[config.mk]
export PLATFORM = sky130hd
export DESIGN_NAME = serial_paralelo_rx_flat
export DESIGN_NICKNAME = d
export VERILOG_FILES = /design/src/rtl/serial_paralelo_rx_if.sv /design/src/rtl/serial_paralelo_rx.sv /design/src/flat_wrapper.sv
export SDC_FILE = /design/constraint.sdc
export NUM_CORES = 1
export LEC_CHECK = 0
export CAP_MARGIN = 5
export CORE_UTILIZATION = 50
export CTS_BUF_LIST = sky130_fd_sc_hd__clkbuf_8
export DETAILED_ROUTE_END_ITERATION = 6
export DONT_BUFFER_PORTS = 1
export PLACE_DENSITY = 0.68
export SETUP_SLACK_MARGIN = 0.1
export SLEW_MARGIN = 40
export SYNTH_ARGS = -nofsm -noshare
export SYNTH_HDL_FRONTEND = slang
export SYNTH_SLANG_ARGS = --single-unit
export TNS_END_PERCENT = 50
[constraint.sdc]
create_clock -name clk_32f -period 1.75 [get_ports clk_32f]
set_input_delay 0.35 -clock clk_32f [delete_from_list [all_inputs] [get_ports clk_32f]]
set_output_delay 0.35 -clock clk_32f [all_outputs]
set_load 0.05 [all_outputs]
[src/rtl/serial_paralelo_rx_if.sv]
// Line-side bundle of the RX serial-to-parallel aligner: serial bit in, aligned byte out.
// master drives the line and sinks the bytes; slave is the aligner itself.
interface serial_paralelo_rx_if;
  logic       data_in;
  logic [7:0] data_out;
  logic       valid_out;
  logic       active;

  modport master (
    output data_in,
    input  data_out,
    input  valid_out,
    input  active
  );

  modport slave (
    input  data_in,
    output data_out,
    output valid_out,
    output active
  );
endinterface

[src/rtl/serial_paralelo_rx.sv]
// Serial-to-parallel converter and COM-based byte aligner at the head of the PHY RX demux chain.
// Locks after LOCK_COUNT consecutive aligned COMs, then emits one byte every 8 clocks with a valid flag.
module serial_paralelo_rx #(
  parameter logic [7:0] COM        = 8'hBC,
  parameter int         LOCK_COUNT = 4
) (
  input logic                 clk_32f,
  input logic                 reset,
  serial_paralelo_rx_if.slave bus
);

  localparam int CW = $clog2(LOCK_COUNT + 1);

  typedef enum logic [1:0] {
    SEARCH   = 2'd0,
    ALIGNING = 2'd1,
    ACTIVE   = 2'd2
  } state_t;

  state_t         state_q, state_d;
  // Only the low 7 bits of the shift register are ever read, so the MSB is not stored.
  logic [6:0]     sr_q, sr_d;
  logic [2:0]     bit_cnt_q, bit_cnt_d;
  logic [CW-1:0]  com_cnt_q, com_cnt_d;
  logic [7:0]     data_q, data_d;
  logic           valid_q, valid_d;
  logic           active_q, active_d;

  logic [7:0]     w;
  logic           is_com;
  logic           byte_done;
  logic           lock;

  assign w         = {sr_q, bus.data_in};
  assign is_com    = (w == COM);
  assign byte_done = (bit_cnt_q == 3'd7);
  assign sr_d      = w[6:0];

  always_ff @(posedge clk_32f) begin
    if (reset) begin
      state_q   <= SEARCH;
      sr_q      <= '0;
      bit_cnt_q <= '0;
      com_cnt_q <= '0;
      data_q    <= '0;
      valid_q   <= 1'b0;
      active_q  <= 1'b0;
    end else begin
      state_q   <= state_d;
      sr_q      <= sr_d;
      bit_cnt_q <= bit_cnt_d;
      com_cnt_q <= com_cnt_d;
      data_q    <= data_d;
      valid_q   <= valid_d;
      active_q  <= active_d;
    end
  end

  always_comb begin
    state_d   = state_q;
    bit_cnt_d = bit_cnt_q;
    com_cnt_d = com_cnt_q;
    lock      = 1'b0;
    case (state_q)
      SEARCH: begin
        if (is_com) begin
          bit_cnt_d = '0;
          com_cnt_d = CW'(1);
          if (LOCK_COUNT == 1) begin
            state_d = ACTIVE;
            lock    = 1'b1;
          end else begin
            state_d = ALIGNING;
          end
        end
      end
      ALIGNING: begin
        bit_cnt_d = bit_cnt_q + 3'd1;
        if (byte_done) begin
          if (is_com) begin
            com_cnt_d = com_cnt_q + CW'(1);
            if (int'(com_cnt_q) + 1 == LOCK_COUNT) begin
              state_d = ACTIVE;
              lock    = 1'b1;
            end
          end else begin
            com_cnt_d = '0;
            state_d   = SEARCH;
          end
        end
      end
      ACTIVE: begin
        bit_cnt_d = bit_cnt_q + 3'd1;
      end
      default: begin
        state_d = SEARCH;
      end
    endcase
  end

  // Registered outputs: the lock edge presents COM, later completions present the new byte.
  always_comb begin
    data_d   = data_q;
    valid_d  = valid_q;
    active_d = active_q;
    if (lock) begin
      active_d = 1'b1;
      data_d   = COM;
      valid_d  = 1'b0;
    end else if (state_q == ACTIVE && byte_done) begin
      data_d  = w;
      valid_d = !is_com;
    end
  end

  assign bus.data_out  = data_q;
  assign bus.valid_out = valid_q;
  assign bus.active    = active_q;

endmodule

[src/flat_wrapper.sv]
// flat-port wrapper written by rule: the top's interface ports become plain ports
module serial_paralelo_rx_flat 
#(
  parameter logic [7:0] COM        = 8'hBC,
  parameter int         LOCK_COUNT = 4
)
  (clk_32f, reset, bus_data_in, bus_data_out, bus_valid_out, bus_active);
  serial_paralelo_rx_if bus_i ();
  input logic clk_32f;
  input logic reset;
  input wire logic [$bits(bus_i.data_in)-1:0] bus_data_in;
  output wire logic [$bits(bus_i.data_out)-1:0] bus_data_out;
  output wire logic [$bits(bus_i.valid_out)-1:0] bus_valid_out;
  output wire logic [$bits(bus_i.active)-1:0] bus_active;
  assign bus_i.data_in = bus_data_in;
  assign bus_data_out = bus_i.data_out;
  assign bus_valid_out = bus_i.valid_out;
  assign bus_active = bus_i.active;
  serial_paralelo_rx #(.COM(COM), .LOCK_COUNT(LOCK_COUNT)) u_core (.clk_32f(clk_32f), .reset(reset), .bus(bus_i));
endmodule
==> results.txt <==
DRT iter0 DRCs = 24
Pins Over Slew Limit = 0
Reg clk slew, reported paths = 90 ps
CTS Buffer Depth = 2
Hold WC Path Type = in -> reg
nets@finish = 139
drt via density = 5.51
Max Clk Rate = 585 MHz
WL final = 2090 µm
Setup Skew = 3.50 ps
Sequential Power Share = 62.1%
Post-Syn Nets = 129
Root Driver = clkbuf_8
Layout Cells excl Fill = 154
count leader, synth = dfxtp_1
DIE WIDTH = 48.7 µm
residual DRC count = 0
hold buffers post-CTS = 0
Tot GR Track Use = 19.0%
DR WL/cell = 13.5 µm
Yosys reg bits = 25
Port Buffer Count = 0
Worst Tran Pin Value = 523 ps
top cells by area, synth = dfxtp_1 (46%), ha_1 (9.2%), nor2b_1 (5.2%)
family with the most delay on the worst path = simple AND/OR/NAND/NOR gates
Pint = 742 µW
worst setup path start = u_core.sr_q[0]
Power Total = 932 µW
max cap viols = 0
Worst setup EP type = flip-flop
PwrDens = 747 nW/µm²
antenna viol nets, final = 0
Logic pwr share = 1.4%
Final GP Congestion = 0.902
core region area = 2000 µm²
r2r startpoint = u_core.sr_q[0]
pin count of the biggest net entering global routing = 27
vias in the first global route = 802
async set-reset flop share out of synthesis = 0%
Non-Filler Cell Area, Final = 1250 µm²
slowest cell delay on critical path = 520 ps
post-synth top area share = 45.8%
Switch Pwr = 189 µW
met3 Usage GRT = 3.77%
synthesized area per cell = 9.26 µm²
sequential area share after synthesis = 45.8%
CP Data Required Time = 1960 ps
Post-Syn Area = 1090 µm²
via count = 849
layout cells sized above 1 = 17.3%
hpwl dp = 1480 µm
Synth top cells by count = dfxtp_1 (25), nand2_1 (13), nor2b_1 (9), ha_1 (8)
Clock power frac = 36.5%
# diodes = 0
max_slew headroom = 65.1%
GR Layer Usage met1 = 24.9%
Netlist cell types = 26
CP Launch Type = flip-flop
# clock sinks = 25
top_reg_cell synth = dfxtp_1
GRT busiest layer = met2
maximum vdd drop = 0.000559 V
Lkg Pwr = 0.000456 µW
router iterations before antenna repair = 4
Crit Path Category = reg -> reg
number of synthesized flops with an enable pin = 0
RSZ-0062 raised after global routing = true
sw frac = 20.3%
slowest CP cell = or4b_4
synthesis-to-finish area growth = 14.2%
Synth area leader = dfxtp_1
CTS buffer count = 3
final hold vios = 0
GRT overflow = 0
critical path cell sequence = or4b_4 -> o21a_4 -> or4b_1 -> a21oi_1
status = complete, no violations
initial core utilization = 54.6%
die area = 2380 µm²
Placed Area = 1170 µm²
TNS Setup = 0 ps
Die Y = 48.7 µm
synth warn = 0
Final Setup Violations = 0
Final Critical Period = 1710 ps
antenna violations before repair = 0
Placed Cells = 148
Post-Synthesis Cells = 118
Hold Path Origin = reset
row cnt = 16
hold_ws = 136 ps
Crit path buffers/inverters = 0
Tcrit/Tclk final = 97.8%
H-tree depth = 1
GRT met2 Usage = 31.9%
IO Pins = 13
Clk Latency, worst-skew pair = 270 ps
first-pass GRT wire length = 3510 µm
critical path arrival = 1920 ps
crit-path max FO = 4
CTS tree = done
per-layer routing:
metal  routed length [µm]  part of all wire (%)
met1                 1030                    49
met2                  947                    45
met3                   92                   4.4
met4                   19                  0.91
met5                    0                     0
repair_timing:
item	4_1_cts	5_1_grt
pin swaps	3	2
setup buffers	2	0
endpoints found under the setup margin	6	16
hold endpoints to repair	0	0
resized for setup	1	4
stage by stage:
step	utilization (%)	setup WS (ps)
after floorplan	-	-5.60
after global placement	58.5	-21.9
after detailed placement	58.5	-38.9
after CTS	61.6	30.7
after global routing	62.3	-19.2
final	62.3	39.3
worst reg2reg max path, stage by stage (launching register included):
cell and delay [ps]:
dfxtp_1 320, or4b_4 520, o21a_4 230, or4b_1 460, a21oi_1 130
sequential cells by signal, summed over array words and instances (netlist names):
name                  cells
u_core.bus.data_out       8
u_core.sr_q               7
u_core.bit_cnt_q          3
u_core.com_cnt_q          3
u_core.state_q            2
u_core.bus.active         1
u_core.bus.valid_out      1
cell families (layout without fill, tap and decap cells):
logic type                 after synthesis  after routing  share of synthesized area [%]
buffers and inverters                   12             21                           4.12
and+or+nand+nor                         42             42                           21.6
adders and majority gates                8              8                           9.16
muxes                                    4              4                           3.67
AOI/OAI and AO/OA                       27             27                           15.6
DFF                                     25             25                           45.8
power groups by stage:
| stage | sequential [µW] | clock (µW) | combinational [µW] |
|---|---|---|---|
| after floorplan | 591 | 0 | 16.0 |
| after global placement | 592 | 0 | 13.4 |
| after detailed placement | 592 | 0 | 13.6 |
| after CTS | 579 | 348 | 13.4 |
| after global routing | 580 | 369 | 15.0 |
| final | 579 | 340 | 13.4 |
layout make-up:
type | count | area, µm²
tap | 27 | 33.8
sequential | 25 | 502
inverter | 6 | 22.5
clock buffer | 3 | 41.3
fill | 190 | 754
clock inverter | 1 | 5.00
timing repair buffer | 11 | 82.6
multi-input combinational | 81 | 561
path summary, 6_finish.rpt:
path | depth (start not counted) | slack, ps | end
worst min-delay path | 1 | 140 | u_core.state_q[1]
worst max register to register | 4 | 40 | u_core.bit_cnt_q[0]
worst max-delay path | 4 | 40 | u_core.bit_cnt_q[0]
worst min register to register | 2 | 480 | u_core.bus.data_out[7]
layout by cell type, fill, tap and decap left out, types with 2 or more instances in the layout:
master     n
nor4_1     2
nand4b_1   2
nand4_1    4
buf_4     11
ha_1       7
nor3_1     3
a21oi_1    7
inv_1      6
dfxtp_1   24
o21ai_0    7
a31oi_1    6
mux2i_1    4
clkbuf_8   3
nand2b_1   2
nand2_1   13
nor2_1     3
nor2b_1    9
Power figures use the tool's default switching activity.
